## src/rtl/synth_pkg.sv

```systemverilog
// Shared types and helpers for the synth engine front end.
// Holds the allocator FSM encoding and width utilities.
package synth_pkg;

   typedef enum logic [1:0] {IDLE, SCAN, COMMIT} valloc_state_t;

   localparam logic [7:0] NOTE_OFF_VEL_DEFAULT = 8'd64;

   function automatic int clogb2(input int value);
      int r;
      r = 0;
      while ((1 << r) < value) r++;
      return r;
   endfunction

endpackage

```

## src/rtl/voice_key_table.sv

```systemverilog
// Per-voice key register file with one write port.
// Read port at the scan index, compared against the latched key.
module voice_key_table
   import synth_pkg::*;
#(
   parameter int VOICES  = 32,
   parameter int V_WIDTH = clogb2(VOICES)
) (
   input  logic               clk_i,
   input  logic               rst_i,
   input  logic               we_i,
   input  logic [V_WIDTH-1:0] waddr_i,
   input  logic [7:0]         wdata_i,
   input  logic [V_WIDTH-1:0] raddr_i,
   input  logic [7:0]         key_i,
   output logic               hit_o
);

   logic [7:0] tbl_q [VOICES];

   always_ff @(posedge clk_i) begin
      if (rst_i) begin
         for (int i = 0; i < VOICES; i++) tbl_q[i] <= '0;
      end else if (we_i) begin
         tbl_q[waddr_i] <= wdata_i;
      end
   end

   assign hit_o = (tbl_q[raddr_i] == key_i);

endmodule

```

## src/rtl/voice_allocator.sv

```systemverilog
// Note-event scheduler: maps MIDI note events onto synth voices.
// Priority on note-on is retrigger, then free voice, then round-robin steal.
module voice_allocator
   import synth_pkg::*;
#(
   parameter int VOICES  = 32,
   parameter int V_WIDTH = clogb2(VOICES)
) (
   input  logic               reg_clk,
   input  logic               reset_reg,
   input  logic               ev_valid,
   output logic               ev_ready,
   input  logic               ev_is_on,
   input  logic [7:0]         ev_key,
   input  logic [7:0]         ev_vel,
   input  logic               all_notes_off,
   input  logic [VOICES-1:0]  voice_free,
   output logic [VOICES-1:0]  keys_on,
   output logic               note_on,
   output logic [V_WIDTH-1:0] cur_key_adr,
   output logic [7:0]         cur_key_val,
   output logic [7:0]         cur_vel_on,
   output logic [7:0]         cur_vel_off,
   output logic               steal,
   output logic               unmatched
);

   localparam logic [V_WIDTH-1:0] LAST = V_WIDTH'(VOICES - 1);

   valloc_state_t      state_q;
   logic [V_WIDTH-1:0] idx_q;
   logic [V_WIDTH-1:0] steal_ptr_q;
   logic [V_WIDTH-1:0] match_idx_q;
   logic [V_WIDTH-1:0] free_idx_q;
   logic               match_fnd_q;
   logic               free_fnd_q;
   logic               is_on_q;
   logic [7:0]         key_q;
   logic [7:0]         vel_q;
   logic [VOICES-1:0]  keys_on_q;
   logic               note_on_q;
   logic               steal_q;
   logic               unmatched_q;
   logic [V_WIDTH-1:0] adr_q;
   logic [7:0]         kval_q;
   logic [7:0]         von_q;
   logic [7:0]         voff_q;

   logic               hit;
   logic               do_steal;
   logic [V_WIDTH-1:0] target;
   logic               tbl_we;

   always_comb begin
      do_steal = !match_fnd_q && !free_fnd_q;
      target   = steal_ptr_q;
      if (match_fnd_q)     target = match_idx_q;
      else if (free_fnd_q) target = free_idx_q;
   end

   assign tbl_we = (state_q == COMMIT) && is_on_q && !all_notes_off;

   voice_key_table #(
      .VOICES  (VOICES),
      .V_WIDTH (V_WIDTH)
   ) u_tbl (
      .clk_i   (reg_clk),
      .rst_i   (reset_reg),
      .we_i    (tbl_we),
      .waddr_i (target),
      .wdata_i (key_q),
      .raddr_i (idx_q),
      .key_i   (key_q),
      .hit_o   (hit)
   );

   always_ff @(posedge reg_clk) begin
      if (reset_reg) begin
         state_q     <= IDLE;
         idx_q       <= '0;
         steal_ptr_q <= '0;
         match_idx_q <= '0;
         free_idx_q  <= '0;
         match_fnd_q <= 1'b0;
         free_fnd_q  <= 1'b0;
         is_on_q     <= 1'b0;
         key_q       <= '0;
         vel_q       <= '0;
         keys_on_q   <= '0;
         note_on_q   <= 1'b0;
         steal_q     <= 1'b0;
         unmatched_q <= 1'b0;
         adr_q       <= '0;
         kval_q      <= '0;
         von_q       <= '0;
         voff_q      <= '0;
      end else begin
         note_on_q   <= 1'b0;
         steal_q     <= 1'b0;
         unmatched_q <= 1'b0;
         if (all_notes_off) begin
            keys_on_q <= '0;
            state_q   <= IDLE;
         end else begin
            case (state_q)
               IDLE: begin
                  if (ev_valid) begin
                     // zero-velocity note-on is a note-off
                     is_on_q     <= ev_is_on && (ev_vel != 8'd0);
                     key_q       <= ev_key;
                     vel_q       <= ev_vel;
                     idx_q       <= '0;
                     match_fnd_q <= 1'b0;
                     free_fnd_q  <= 1'b0;
                     state_q     <= SCAN;
                  end
               end
               SCAN: begin
                  if (!match_fnd_q && hit && keys_on_q[idx_q]) begin
                     match_fnd_q <= 1'b1;
                     match_idx_q <= idx_q;
                  end
                  if (!free_fnd_q && voice_free[idx_q] && !keys_on_q[idx_q]) begin
                     free_fnd_q <= 1'b1;
                     free_idx_q <= idx_q;
                  end
                  if (idx_q == LAST) state_q <= COMMIT;
                  else idx_q <= idx_q + 1'b1;
               end
               COMMIT: begin
                  state_q <= IDLE;
                  if (is_on_q) begin
                     keys_on_q[target] <= 1'b1;
                     note_on_q         <= 1'b1;
                     steal_q           <= do_steal;
                     adr_q             <= target;
                     kval_q            <= key_q;
                     von_q             <= vel_q;
                     if (do_steal)
                        steal_ptr_q <= (steal_ptr_q == LAST) ? '0 : steal_ptr_q + 1'b1;
                  end else if (match_fnd_q) begin
                     keys_on_q[match_idx_q] <= 1'b0;
                     adr_q                  <= match_idx_q;
                     kval_q                 <= key_q;
                     voff_q                 <= vel_q;
                  end else begin
                     unmatched_q <= 1'b1;
                  end
               end
               default: state_q <= IDLE;
            endcase
         end
      end
   end

   assign ev_ready    = (state_q == IDLE) && !reset_reg && !all_notes_off;
   assign keys_on     = keys_on_q;
   assign note_on     = note_on_q;
   assign steal       = steal_q;
   assign unmatched   = unmatched_q;
   assign cur_key_adr = adr_q;
   assign cur_key_val = kval_q;
   assign cur_vel_on  = von_q;
   assign cur_vel_off = voff_q;

endmodule
```

## config.mk

```make
export PLATFORM = sky130hd
export DESIGN_NAME = voice_allocator
export DESIGN_NICKNAME = d
export VERILOG_FILES = /design/src/rtl/synth_pkg.sv /design/src/rtl/voice_key_table.sv /design/src/rtl/voice_allocator.sv
export SDC_FILE = /design/constraint.sdc
export NUM_CORES = 1
export LEC_CHECK = 0
export ABC_AREA = 0
export BUFFER_PORTS_ARGS = -buffer_cell sky130_fd_sc_hd__buf_4
export CAP_MARGIN = 0
export CELL_PAD_IN_SITES_DETAIL_PLACEMENT = 0
export CELL_PAD_IN_SITES_GLOBAL_PLACEMENT = 1
export CORE_ASPECT_RATIO = 1.4
export CORE_MARGIN = 8
export CORE_UTILIZATION = 40
export DETAILED_ROUTE_END_ITERATION = 8
export HOLD_SLACK_MARGIN = 0.12
export PLACE_DENSITY_LB_ADDON = 0.1
export SLEW_MARGIN = 10
export SYNTH_ARGS = -nofsm -noshare
export SYNTH_HDL_FRONTEND = slang
export SYNTH_SLANG_ARGS = --single-unit
export TNS_END_PERCENT = 1
```

## constraint.sdc

```tcl
create_clock -name reg_clk -period 3.5 [get_ports reg_clk]
set_input_delay 0.525 -clock reg_clk [delete_from_list [all_inputs] [get_ports reg_clk]]
set_output_delay 0.525 -clock reg_clk [all_outputs]
set_load 0.02 [all_outputs]
```

-- Word-level counts from Yosys, hierarchy flattened
Memory sizes are Yosys's and may differ from the RTL's. A register that Yosys moved wholly into a read port is not among the register bits.
Index checks and enable logic that the tools add are counted.
W data, S select, Z words.
- add/sub/neg operators: 2
- magnitude comparators: 5
- eq/ne operators: 10
- multiplexer cells: 40
- bitwise operators: 6
- reductions and logical operators: 38
- operators with widths (kind ; number):
    $mux W32 ; 2
    $mux W5 ; 10
    $and A32 B32 Y32 ; 1
    $not A32 Y32 ; 1
    $or A32 B32 Y32 ; 1
    $mux W8 ; 3
    $reduce_and A4 Y1 ; 5
    $lt A5 B6 Y1 const B ; 3
    $mux W1 ; 15
    $reduce_and A3 Y1 ; 5
    $logic_and A1 B1 Y1 ; 12
    $add A5 B1 Y5 const B ; 2
    $bmux W1 S5 ; 2
    $demux W1 S5 ; 2
    $eq A5 B5 Y1 const B ; 2
    $ge A5 B1 Y1 const B ; 2
    $ne A2 B2 Y1 const B ; 5
    $pmux W5 S2 ; 1
    $eq A8 B8 Y1 ; 1
    $reduce_bool A8 Y1 ; 1
    $reduce_or A4 Y1 ; 2
    $reduce_or A8 Y1 ; 1
    $logic_not A1 Y1 ; 5
    $mux W2 ; 2
    other kinds (10) ; 15
- bits in registers: 105
- memory bits (writable): 256
- logic and storage cells: 120
- memories: 1
- memory list (name ; words ; bits a word ; read ports ; clocked after Yosys merged registers in ; wr ports ; line ; source):
    u_tbl.tbl_q ; 32 ; 8 ; 1 ; 1 ; 32 ; voice_key_table.sv:19 ; logic [7:0] tbl_q [VOICES];

-- Depth between registers and ports, before layout
Gate-level depths: netlist of the first run.
- depth after elaboration: 8
- depth in mapped cells: 13
- mapped depth without buffers: 9

-- Cells and area by module
A second synthesis of the first run with hierarchy kept.
- cells, all modules: 1377
- area, all modules: 17046.3 µm²
- modules (own cells, without submodules) (module ; times used ; cells each ; area an instance (µm²) ; sequential area each (µm²)):
    voice_key_table ; 1 ; 823 ; 12190.4 ; 7687.4
    voice_allocator ; 1 ; 554 ; 4855.9 ; 2102.0

-- Least setup slack after synthesis of the first run
Ideal clock, no wire load.
- path type: register to register
- from: register with a tool-made name
- to: register match_idx_q[0]
- setup time: 0.070 ns
- arrival: 2.979 ns
- required time: 3.430 ns
- slack: 0.450 ns
- cell stages (with the launch flop): 12
- path buffers: 4
- clock period less this slack: 3.050 ns
- cells stage by stage: dfxtp_1 -> clkbuf_1 -> buf_2 -> buf_1 -> mux4_2 -> o2111ai_1 -> nand4_1 -> xor2_1 -> or4_1 -> buf_2 -> or3_1 -> a21oi_1
- RTL lines (item ; line ; source):
    end signal, assigned ; voice_allocator.sv:121 ; match_idx_q <= idx_q;
    end, declared ; voice_allocator.sv:33 ; logic [V_WIDTH-1:0] match_idx_q;

-- Worst setup path after layout of the first run
- from: register idx_q[0]
- to: register match_idx_q[4]
- longest elaborated chain between the ends: 4
- ends and longest elaborated chain (item ; line ; source):
    start, declared ; voice_allocator.sv:31 ; logic [V_WIDTH-1:0] idx_q;
    start signal, assigned ; voice_allocator.sv:128 ; else idx_q <= idx_q + 1'b1;
    $bmux W1 S5 ; voice_allocator.sv:119 ; if (!match_fnd_q && hit && keys_on_q[idx_q]) begin
    $mux W1 (not written as such) ; voice_allocator.sv:119 ;
    $logic_and A1 B1 Y1 ; voice_allocator.sv:119 ;
    $reduce_and A3 Y1 (no line) ; -- ;
No other way between the ends. The select of a mux whose other input is x is not followed.
A chain may end at the register's enable or synchronous reset.

==> flow_metrics.py, run 1 <==
metrics = {
    "critical_path": {
        "path_buf_inv": 0,
        "crit_slowest_cell": "dfxtp_1",
        "crit_family": "compound AO/OA/AOI/OAI gates",
        "cp.depth": 8,
        "worstPathArrival_ns": 3.77,
        "worstSetupStartpointType": "flip-flop",
        "end_kind": "flip-flop",
        "critPathMaxFanout": 11,
        "criticalPathCategory": "flip-flop to flip-flop",
        "required_ns": 3.95,
        "slowest_delay_ns": 0.66,
        "path_cells": "mux2i_1 -> a221oi_1 -> a32oi_1 -> o221ai_1 -> nor4b_1 -> o2111ai_1 -> or3_1 -> a21oi_1",
        "rr_worst_depth": 8,
    },
    "clocking": {
        "cts_setup_buffers": 0,
        "clock_path_buffers": 3,
        "cts-root-buf": "clkbuf_16",
        "holdBufCountCts": 0,
        "htree_levels": 2,
        "cts_tree": "yes",
        "numCtsBuffers": 37,
        "cts.sinks": 366,
        "clock_latency_ns": 0.54,
        "clk_pin_slew_worst_paths_ns": 0.06,
    },
    "power": {
        "p_per_area_mw_per_mm2": 465,
        "leakage_nw": 6.93,
        "vdd_drop_max_mv": 0.340,
    },
    "detailed_routing": {
        "post_drt_wl_per_cell_um": 24.8,
        "drtIter0Drc": 776,
        "routed_wirelength_um": 53100,
        "firstDrtPassIters": 7,
        "route.detailed.drc": 0,
        "vias": 11575,
        "detail-route-antenna-nets": 0,
        "vias_per_cell": 5.40,
    },
    "yosys": {
        "synth.distinct_cells": 49,
        "yosysSeqAreaShare_pct": 57.9,
        "synth_mux_area_share_pct": 12.7,
        "synth_xor_area_share_pct": 0.513,
        "synth-async-reset-ratio_pct": 0,
        "synthFlopType": "edfxtp_1",
        "synthSimpleGateAreaFrac_pct": 18.7,
        "synth_top_family_by_area": "simple AND/OR/NAND/NOR gates",
        "synth_edf_count": 256,
        "netlist_instances": 1442,
        "synth.ff_latch_count": 366,
        "syn_nets": 1499,
        "synth_warnings": 0,
        "synth_area_mm2": 0.0171,
        "synth_adder_area_share_pct": 0.293,
        "synth-compound-area-share_pct": 7.30,
        "syn-mean-instance-area_um2": 11.8,
    },
    "die": {
        "die_height_um": 261,
        "dieArea_mm2": 0.0497,
        "die-width_um": 191,
        "ios": 118,
        "coreArea_mm2": 0.0422,
        "rows": 89,
        "initial_utilization_pct": 40.5,
    },
    "grt": {
        "grt_pass1_vias": 12007,
        "grt_max_degree": 60,
        "grt_util_all_layers_pct": 21.4,
        "grt_pass1_wl_um": 79100,
        "antenna_found_initial": 0,
        "grt-ovfl-total": 0,
    },
    "final_layout": {
        "fin_cells": 2143,
        "area_delta_synth_final_pct": 17.5,
        "n_fill_cell": 3832,
        "antennaDiodeCount": 0,
        "nets": 1625,
        "drive_gt1_share_pct": 22.0,
    },
    "sta": {
        "setup_violations": 0,
        "rsz0062_at_grt": "no",
        "drv_slew": 0,
        "tightest_slew_ns": 1.10,
        "finClkSkew_ns": 0.0136,
        "period_minus_slack_ns": 3.32,
        "timing.setup.tns_ns": 0,
        "final-hold-violation-count": 0,
        "timing.final.crit_share_pct": 94.9,
        "fmax_mhz": 301,
        "slew_headroom_pct": 26.5,
    },
    "run_status": {
        "outcome": "finished, final reports clean",
    },
    "worst_hold_path": {
        "hp-class": "input port to flip-flop",
        "whs_path_depth": 3,
    },
    "place": {
        "port_buffers": 117,
        "gp_congestion": 0.859,
        "dp.cells": 2075,
        "dp_hpwl_um": 38500,
    },
    "run": {
        "max-cap-violations": 0,
    },
}
[Yosys cell counts (3+ instances only)]
cell / number / share of area (%)
a211oi_1: 5 / 0.22
a21oi_1: 92 / 2.7
a22oi_1: 22 / 0.97
and2_1: 262 / 9.6
buf_1: 7 / 0.15
buf_2: 13 / 0.38
buf_4: 3 / 0.13
clkbuf_1: 78 / 1.7
dfxtp_1: 110 / 13
edfxtp_1: 256 / 45
ha_1: 4 / 0.29
inv_1: 7 / 0.15
mux2i_1: 79 / 4.6
mux4_2: 61 / 8.0
nand2_1: 122 / 2.7
nand2b_1: 7 / 0.26
nand3_1: 20 / 0.59
nand3b_1: 3 / 0.13
nand4_1: 3 / 0.11
nor2_1: 92 / 2.0
nor2b_1: 9 / 0.33
nor3_1: 15 / 0.44
nor4_1: 5 / 0.18
o211ai_1: 3 / 0.13
o21a_1: 26 / 1.1
o21ai_0: 50 / 1.5
o21ai_1: 3 / 0.088
or2_2: 34 / 1.2
or3_1: 11 / 0.40
or3b_2: 4 / 0.21
or4_1: 3 / 0.13
xnor2_1: 5 / 0.26
xor2_1: 5 / 0.26
[metrics by stage]
| stage | utilization [%] | setup WS [ns] | cell area (µm²) | total power [mW] | hold WS (ns) |
|---|---|---|---|---|---|
| finish | 47.6 | 0.179 | 20100 | 9.35 | 0.244 |
| global route | 47.6 | 0.00831 | 20100 | 9.64 | 0.231 |
| CTS | 47.6 | 0.140 | 20100 | 9.44 | 0.218 |
| detailed placement | 44.8 | 0.164 | 18900 | 5.48 | 0.452 |
| global placement | 44.8 | 0.246 | 18900 | 5.48 | 0.448 |
| floorplan | - | 0.450 | 17100 | 5.21 | 0.445 |
[flip-flops by register name (all words and copies together), names as in the netlist, 5 cells and up, named ones only]
name / cells
cur_key_adr: 5
cur_key_val: 8
cur_vel_off: 8
cur_vel_on: 8
free_idx_q: 5
idx_q: 5
key_q: 8
keys_on: 32
match_idx_q: 5
steal_ptr_q: 5
u_tbl.tbl_q: 256
vel_q: 8
[worst paths after layout]
path / end / slack, ns / start
setup / recovery: match_idx_q[4] / 0.18 / idx_q[0]
hold / removal: key_q[1] / 0.24 / ev_key[1]
setup reg to reg: match_idx_q[4] / 0.18 / idx_q[0]
hold reg to reg: cur_vel_on[4] / 0.46 / cur_vel_on[4]
[cell usage in the layout, fill, tap and decap left out, types with 5 or more instances in the layout]
cell	n
and2_1	262
edfxtp_1	256
buf_4	180
nand2_1	122
dfxtp_1	107
nor2_1	92
a21oi_1	92
mux2i_1	79
mux4_2	61
o21ai_0	50
clkbuf_16	39
or2_2	34
o21a_1	26
a22oi_1	22
nand3_1	20
nor3_1	15
or3_1	11
nor2b_1	9
clkinv_1	9
buf_12	8
nand2b_1	7
inv_1	7
clkinv_2	6
xnor2_1	5
xor2_1	5
a211oi_1	5
clkbuf_1	5
[cells by family after synthesis]
family	count (synthesis)
and+or+nand+nor	599
DFF	366
AOI/OAI and AO/OA	213
muxes	141
buffers and inverters	109
xor gates and xnor gates	10
adders and majority gates	4
[final cells by class]
cell class	instances	area (µm²)	share of cell area, %
well taps	546	683	3.40
flip-flops and latches	366	9900	49.3
clock buffers	47	1030	5.13
inverters	8	30.0	0.150
clock inverters	21	161	0.804
repair buffers	188	1510	7.53
multi-input cells	967	6770	33.7
[per-layer routing]
layer	part of all wire (%)	vias up	track usage [%]
li1	-	5408	-
met1	37	5735	23.7
met4	4.4	0	9.41
met2	54	336	39.8
met5	0	-	0
met3	4.5	96	3.14
[power by group]
group	total [mW]	switching (mW)	internal [mW]	leakage, nW
clock network	3.97	1.73	2.24	0.583
registers	4.87	0.0904	4.78	3.33
logic	0.510	0.299	0.211	3.02
total	9.35	2.12	7.23	6.93
[tightest hold or removal path: stages]
cell and delay (ns):
buf_4 0.11, nand2_1 0.05, a21oi_1 0.05
[what timing repair did]
action,CTS,global route
setup endpoints to repair,0,5
endpoints found under the hold margin,0,0
resized for setup,0,1
Note: power is estimated with default switching activity, not from simulation.
==> run 2: changes to the inputs <==
ABC_AREA = default   (was 0)
CELL_PAD_IN_SITES_DETAIL_PLACEMENT = default   (was 0)
CELL_PAD_IN_SITES_GLOBAL_PLACEMENT = default   (was 1)
PLACE_DENSITY_LB_ADDON = default   (was 0.1)
==> run 2 against run 1 <==
Against the previous run:
- register-to-register slack about the same
- utilization up 0.068 points
- sequential share of layout area down 0.071 points
- largest power group unchanged
- sequential power about the same
- count of clock-buffer cells in the layout down 4
- fmax about the same
- combinational power down 2%
- clock power down 3%
- critical path depth up 1
- first-iteration DRC count up 13%
- global-route usage down 0.86 points
- cell count up 0.70%
==> flow_metrics.py, run 2 (synthesis results as in run 1) <==
metrics = {
    "die": {
        "coreArea_mm2": 0.0422,
        "initial_utilization_pct": 40.5,
        "die-width_um": 191,
        "die_height_um": 261,
        "ios": 118,
        "dieArea_mm2": 0.0497,
        "rows": 89,
    },
    "grt": {
        "grt_pass1_wl_um": 76500,
        "grt_pass1_vias": 12196,
        "grt-ovfl-total": 0,
        "antenna_found_initial": 0,
        "grt_max_degree": 71,
        "grt_util_all_layers_pct": 20.5,
    },
    "critical_path": {
        "end_kind": "flip-flop",
        "worstSetupStartpointType": "flip-flop",
        "slowest_delay_ns": 0.61,
        "worstPathArrival_ns": 3.77,
        "critPathMaxFanout": 23,
        "crit_family": "multiplexers",
        "path_cells": "buf_12 -> mux4_2 -> mux4_2 -> mux2i_1 -> xor2_1 -> nand2_1 -> or4_1 -> or3_1 -> a21oi_1",
        "criticalPathCategory": "flip-flop to flip-flop",
        "crit_top_cell": "mux4_2",
        "required_ns": 3.96,
        "crit_slowest_cell": "or4_1",
        "path_buf_inv": 1,
    },
    "clocking": {
        "holdBufCountCts": 0,
        "cts-root-buf": "clkbuf_16",
        "cts_tree": "yes",
        "numCtsBuffers": 38,
        "clk_pin_slew_worst_paths_ns": 0.06,
        "cts.sinks": 366,
        "clock_latency_ns": 0.55,
        "clock_path_buffers": 3,
        "htree_levels": 2,
    },
    "sta": {
        "final-hold-violation-count": 0,
        "finClkSkew_ns": 0.0240,
        "slew_headroom_pct": 25.4,
        "drv_slew": 0,
        "setup_ws_ns": 0.182,
        "timing.final.crit_share_pct": 94.8,
        "fmax_mhz": 301,
        "rsz0062_at_grt": "no",
        "period_minus_slack_ns": 3.32,
        "fin_hold_ws_ns": 0.245,
        "setup_violations": 0,
        "tightest_slew_ns": 1.11,
    },
    "detailed_routing": {
        "route.detailed.drc": 0,
        "detail-route-antenna-nets": 0,
        "firstDrtPassIters": 5,
        "post_drt_wl_per_cell_um": 23.8,
        "vias_per_cell": 5.49,
        "routed_wirelength_um": 51500,
        "drtIter0Drc": 876,
        "vias": 11839,
    },
    "worst_hold_path": {
        "hp-class": "input port to flip-flop",
    },
    "power": {
        "p_per_area_mw_per_mm2": 458,
        "leakage_nw": 6.97,
        "vdd_drop_max_mv": 0.252,
    },
    "run_status": {
        "outcome": "finished, final reports clean",
    },
    "final_layout": {
        "largest_reg_flops": 256,
        "nets": 1639,
        "final_cell_mix": "262 x and2_1, 256 x edfxtp_1, 197 x buf_4, 122 x nand2_1, 107 x dfxtp_1",
        "antennaDiodeCount": 0,
        "top_register": "u_tbl.tbl_q",
        "drive_gt1_share_pct": 22.6,
        "final_common_cell": "and2_1",
        "area_delta_synth_final_pct": 17.7,
    },
    "place": {
        "pre_cts_slack_ns": -0.0787,
        "gp_congestion": 0.902,
        "dp_hpwl_um": 36800,
        "port_buffers": 117,
    },
    "run": {
        "max-cap-violations": 0,
    },
}
==> run 2: changes by cell type in the layout (fill, tap and decap cells not counted), sizes merged <==
cell	previous run	this run
clkbuf	47	43
buf	188	201
bufinv	2	1
inv	8	7
clkinv	17	25
==> run 2: repair_timing <==
item | in CTS | in global routing
setup endpoints to repair | 5 | 5
endpoints found under the hold margin | 0 | 0
resized for setup | 0 | 1
pin swaps | 0 | 0
gates cloned | 0 | 0
buffers inserted | 1 | 0
==> run 2: cell type report <==
class,count,area (µm²)
fill,3780,22100
sequential,366,9900
multi-input combinational,967,6770
timing repair buffer,201,1560
clock buffer,43,991
tap,546,683
clock inverter,27,181
inverter,8,30.0
==> run 2: through the flow <==
| stage | utilization, % | instance area, µm² | TNS (ns) | cells | power (mW) |
|---|---|---|---|---|---|
| 3_5_place_dp | 44.8 | 18900 | -0.327 | 2087 | 5.47 |
| 6_report | 47.7 | 20100 | 0 | 2158 | 9.22 |
| 3_3_place_gp | 44.8 | 18900 | 0 | 2087 | 5.46 |
| 4_1_cts | 47.6 | 20100 | 0 | 2158 | 9.27 |
| 2_1_floorplan | - | 17100 | 0 | 1442 | 5.21 |
| 5_1_grt | 47.7 | 20100 | 0 | 2158 | 9.48 |
==> run 2: where the power goes <==
part           switching [mW]  internal [mW]  total [mW]  leakage [nW]
logic                   0.290          0.208       0.498          3.07
registers              0.0920           4.78        4.87          3.33
clock network            1.72           2.13        3.85         0.574
==> run 2: per-layer routing <==
layer,share of wire [%],up-vias,GRT usage (%)
met5,0,-,0
met1,38,5886,23.2
met2,52,395,37.1
li1,-,5442,-
met3,4.4,116,3.01
met4,5.2,0,10.5
==> run 2: path summary, 6_finish.rpt <==
path,startpoint,endpoint,slack [ns],cells after the start
setup / recovery,flip-flop,match_idx_q[4],0.18,9
hold / removal,ev_key[1],key_q[1],0.24,3
setup reg to reg,flip-flop,match_idx_q[4],0.18,9
hold reg to reg,cur_key_val[3],cur_key_val[3],0.46,2
==> run 2: worst min-delay path: cells and delay by family <==
kind | cells | cell delay, ns
AO/OA/AOI/OAI | 1 | 0.05
buffers and inverters | 1 | 0.11
AND/OR/NAND/NOR | 1 | 0.05
==> run 3: changes to the inputs <==
RECOVER_POWER = 100   (was default)
==> run 3 against run 2 <==
Against the previous run:
- largest cell class unchanged
- utilization down 0.96 points
- critical path depth down 2
- sequential share of layout area up 1.0 points
- global-route usage unchanged
- sequential power about the same
- count of clock-buffer cells in the layout unchanged
- final area down 2.0%
- hold slack better by 0.0018 ns
- fmax down 1.1%
==> flow_metrics.py, run 3 (synthesis results as in run 1) <==
metrics = {
    "critical_path": {
        "worstSetupStartpointType": "flip-flop",
        "worstPathArrival_ns": 3.52,
        "slowest_delay_ns": 0.62,
        "criticalPathCategory": "flip-flop to flip-flop",
        "critPathMaxFanout": 11,
        "crit_slowest_cell": "or3b_2",
        "required_ns": 3.66,
        "crit_top_cell": "nor2_1",
        "end_kind": "flip-flop",
        "path_cells": "nand2b_1 -> or3b_2 -> nor2_1 -> nand3_1 -> clkbuf_1 -> nor2_1 -> or2_0",
    },
    "clocking": {
        "clk_pin_slew_worst_paths_ns": 0.06,
        "clock_latency_ns": 0.55,
        "cts_tree": "yes",
        "numCtsBuffers": 38,
        "cts.sinks": 366,
        "clock_path_buffers": 3,
        "htree_levels": 2,
        "holdBufCountCts": 0,
        "cts-root-buf": "clkbuf_16",
    },
    "grt": {
        "antenna_found_initial": 0,
        "grt_pass1_wl_um": 76500,
        "grt_util_all_layers_pct": 20.5,
        "grt_max_degree": 71,
        "grt-ovfl-total": 0,
        "grt_pass1_vias": 12196,
    },
    "sta": {
        "slew_headroom_pct": 25.6,
        "drv_slew": 0,
        "setup_ws_ns": 0.144,
        "timing.final.crit_share_pct": 95.9,
        "finClkSkew_ns": 0.0257,
        "period_minus_slack_ns": 3.36,
        "rsz0062_at_grt": "no",
        "setup_violations": 0,
        "tightest_slew_ns": 1.11,
        "final-hold-violation-count": 0,
        "fmax_mhz": 298,
    },
    "die": {
        "dieArea_mm2": 0.0497,
        "die_height_um": 261,
        "initial_utilization_pct": 40.5,
        "coreArea_mm2": 0.0422,
        "rows": 89,
        "ios": 118,
        "die-width_um": 191,
    },
    "detailed_routing": {
        "drtIter0Drc": 746,
        "firstDrtPassIters": 5,
        "route.detailed.drc": 0,
        "post_drt_wl_per_cell_um": 23.8,
        "detail-route-antenna-nets": 0,
        "routed_wirelength_um": 51400,
        "vias_per_cell": 5.48,
        "vias": 11834,
    },
    "place": {
        "dpl-instance-area_mm2": 0.0189,
        "dp.cells": 2087,
        "gp_congestion": 0.902,
        "dp_hpwl_um": 36800,
        "pre_cts_slack_ns": -0.0787,
        "port_buffers": 117,
    },
    "final_layout": {
        "area_delta_synth_final_pct": 15.3,
        "final_cell_mix": "256 x edfxtp_1, 146 x and2_1, 122 x nand2_1, 116 x and2_0, 111 x clkbuf_1",
        "nets": 1639,
        "drive_gt1_share_pct": 14.0,
        "largest_reg_flops": 256,
        "final_common_cell": "edfxtp_1",
        "antennaDiodeCount": 0,
        "fin_cells": 2158,
        "top_register": "u_tbl.tbl_q",
        "fin_area_mm2": 0.0197,
    },
    "run": {
        "max-cap-violations": 0,
    },
    "power": {
        "p_int_mw": 7.11,
        "p_seq_share_pct": 52.9,
        "power_mw": 9.21,
        "swShare_pct": 22.8,
        "combPwrFrac_pct": 5.3,
        "leakage_nw": 6.34,
        "switchingPower_mw": 2.10,
        "p_per_area_mw_per_mm2": 467,
        "vdd_drop_max_mv": 0.253,
        "pwr-share-clk_pct": 41.8,
    },
    "worst_hold_path": {
        "hp-class": "input port to flip-flop",
    },
    "run_status": {
        "outcome": "finished, final reports clean",
    },
}
## run 3: cell count changes in the layout (fill, tap and decap cells not counted), moves of 31 or more
cell / change
clkbuf_1: +107
buf_4: -108
and2_1: -116
or2_0: +31
or2_2: -31
and2_0: +116
## run 3: metrics by stage
stage               hold WS [ns]  TNS [ns]  util, %
global route               0.233         0     46.7
global placement           0.448         0     44.8
detailed placement         0.448    -0.327     44.8
CTS                        0.223         0     47.6
finish                     0.246         0     46.7
floorplan                  0.445         0        -
## run 3: power by group through the flow
| stage | Combinational [mW] | Sequential [mW] | Clock, mW |
|---|---|---|---|
| 6_report | 0.493 | 4.87 | 3.85 |
| 5_1_grt | 0.526 | 4.88 | 4.07 |
| 4_1_cts | 0.503 | 4.87 | 3.89 |
| 3_5_place_dp | 0.502 | 4.96 | 0 |
| 3_3_place_gp | 0.492 | 4.97 | 0 |
| 2_1_floorplan | 0.316 | 4.90 | 0 |
## run 3: critical path, delay by kind of cell (launching register included)
family | cells | cell delay (ns)
simple gates | 6 | 2.10
buf+inv | 1 | 0.42
flops | 1 | 0.46
## run 3: metal layers
metal / up-vias / global-route usage (%) / wire length, µm / share of wire, %
met2: 413 / 37.1 / 26900 / 52
met4: 0 / 10.5 / 2780 / 5.4
met5: - / 0 / 0 / 0
met1: 5862 / 23.2 / 19300 / 37
li1: 5442 / - / - / -
met3: 117 / 3.01 / 2470 / 4.8
## run 3: repair_timing
item | in CTS | in global routing
setup buffers | 1 | 0
endpoints found under the setup margin | 5 | 5
pin swaps | 0 | 0
endpoints found under the hold margin | 0 | 0
resized for setup | 0 | 1
## run 3: final cells by class
class | instances | area (µm²)
clock inverters | 27 | 181
well taps | 546 | 683
inverters | 8 | 30.0
fillers | 3886 | 22500
repair buffers | 201 | 1150
clock buffers | 43 | 991
multi-input cells | 967 | 6770
flip-flops and latches | 366 | 9900
## run 3: path summary, 6_finish.rpt
check / slack [ns] / cells past startpoint / endpoint / start
worst max-delay path: 0.14 / 7 / u_tbl.tbl_q[0][3] / state_q[1]
worst min-delay path: 0.25 / 3 / key_q[1] / ev_key[1]
worst max register to register: 0.14 / 7 / u_tbl.tbl_q[0][3] / state_q[1]
worst min register to register: 0.45 / 2 / cur_vel_on[3] / cur_vel_on[3]
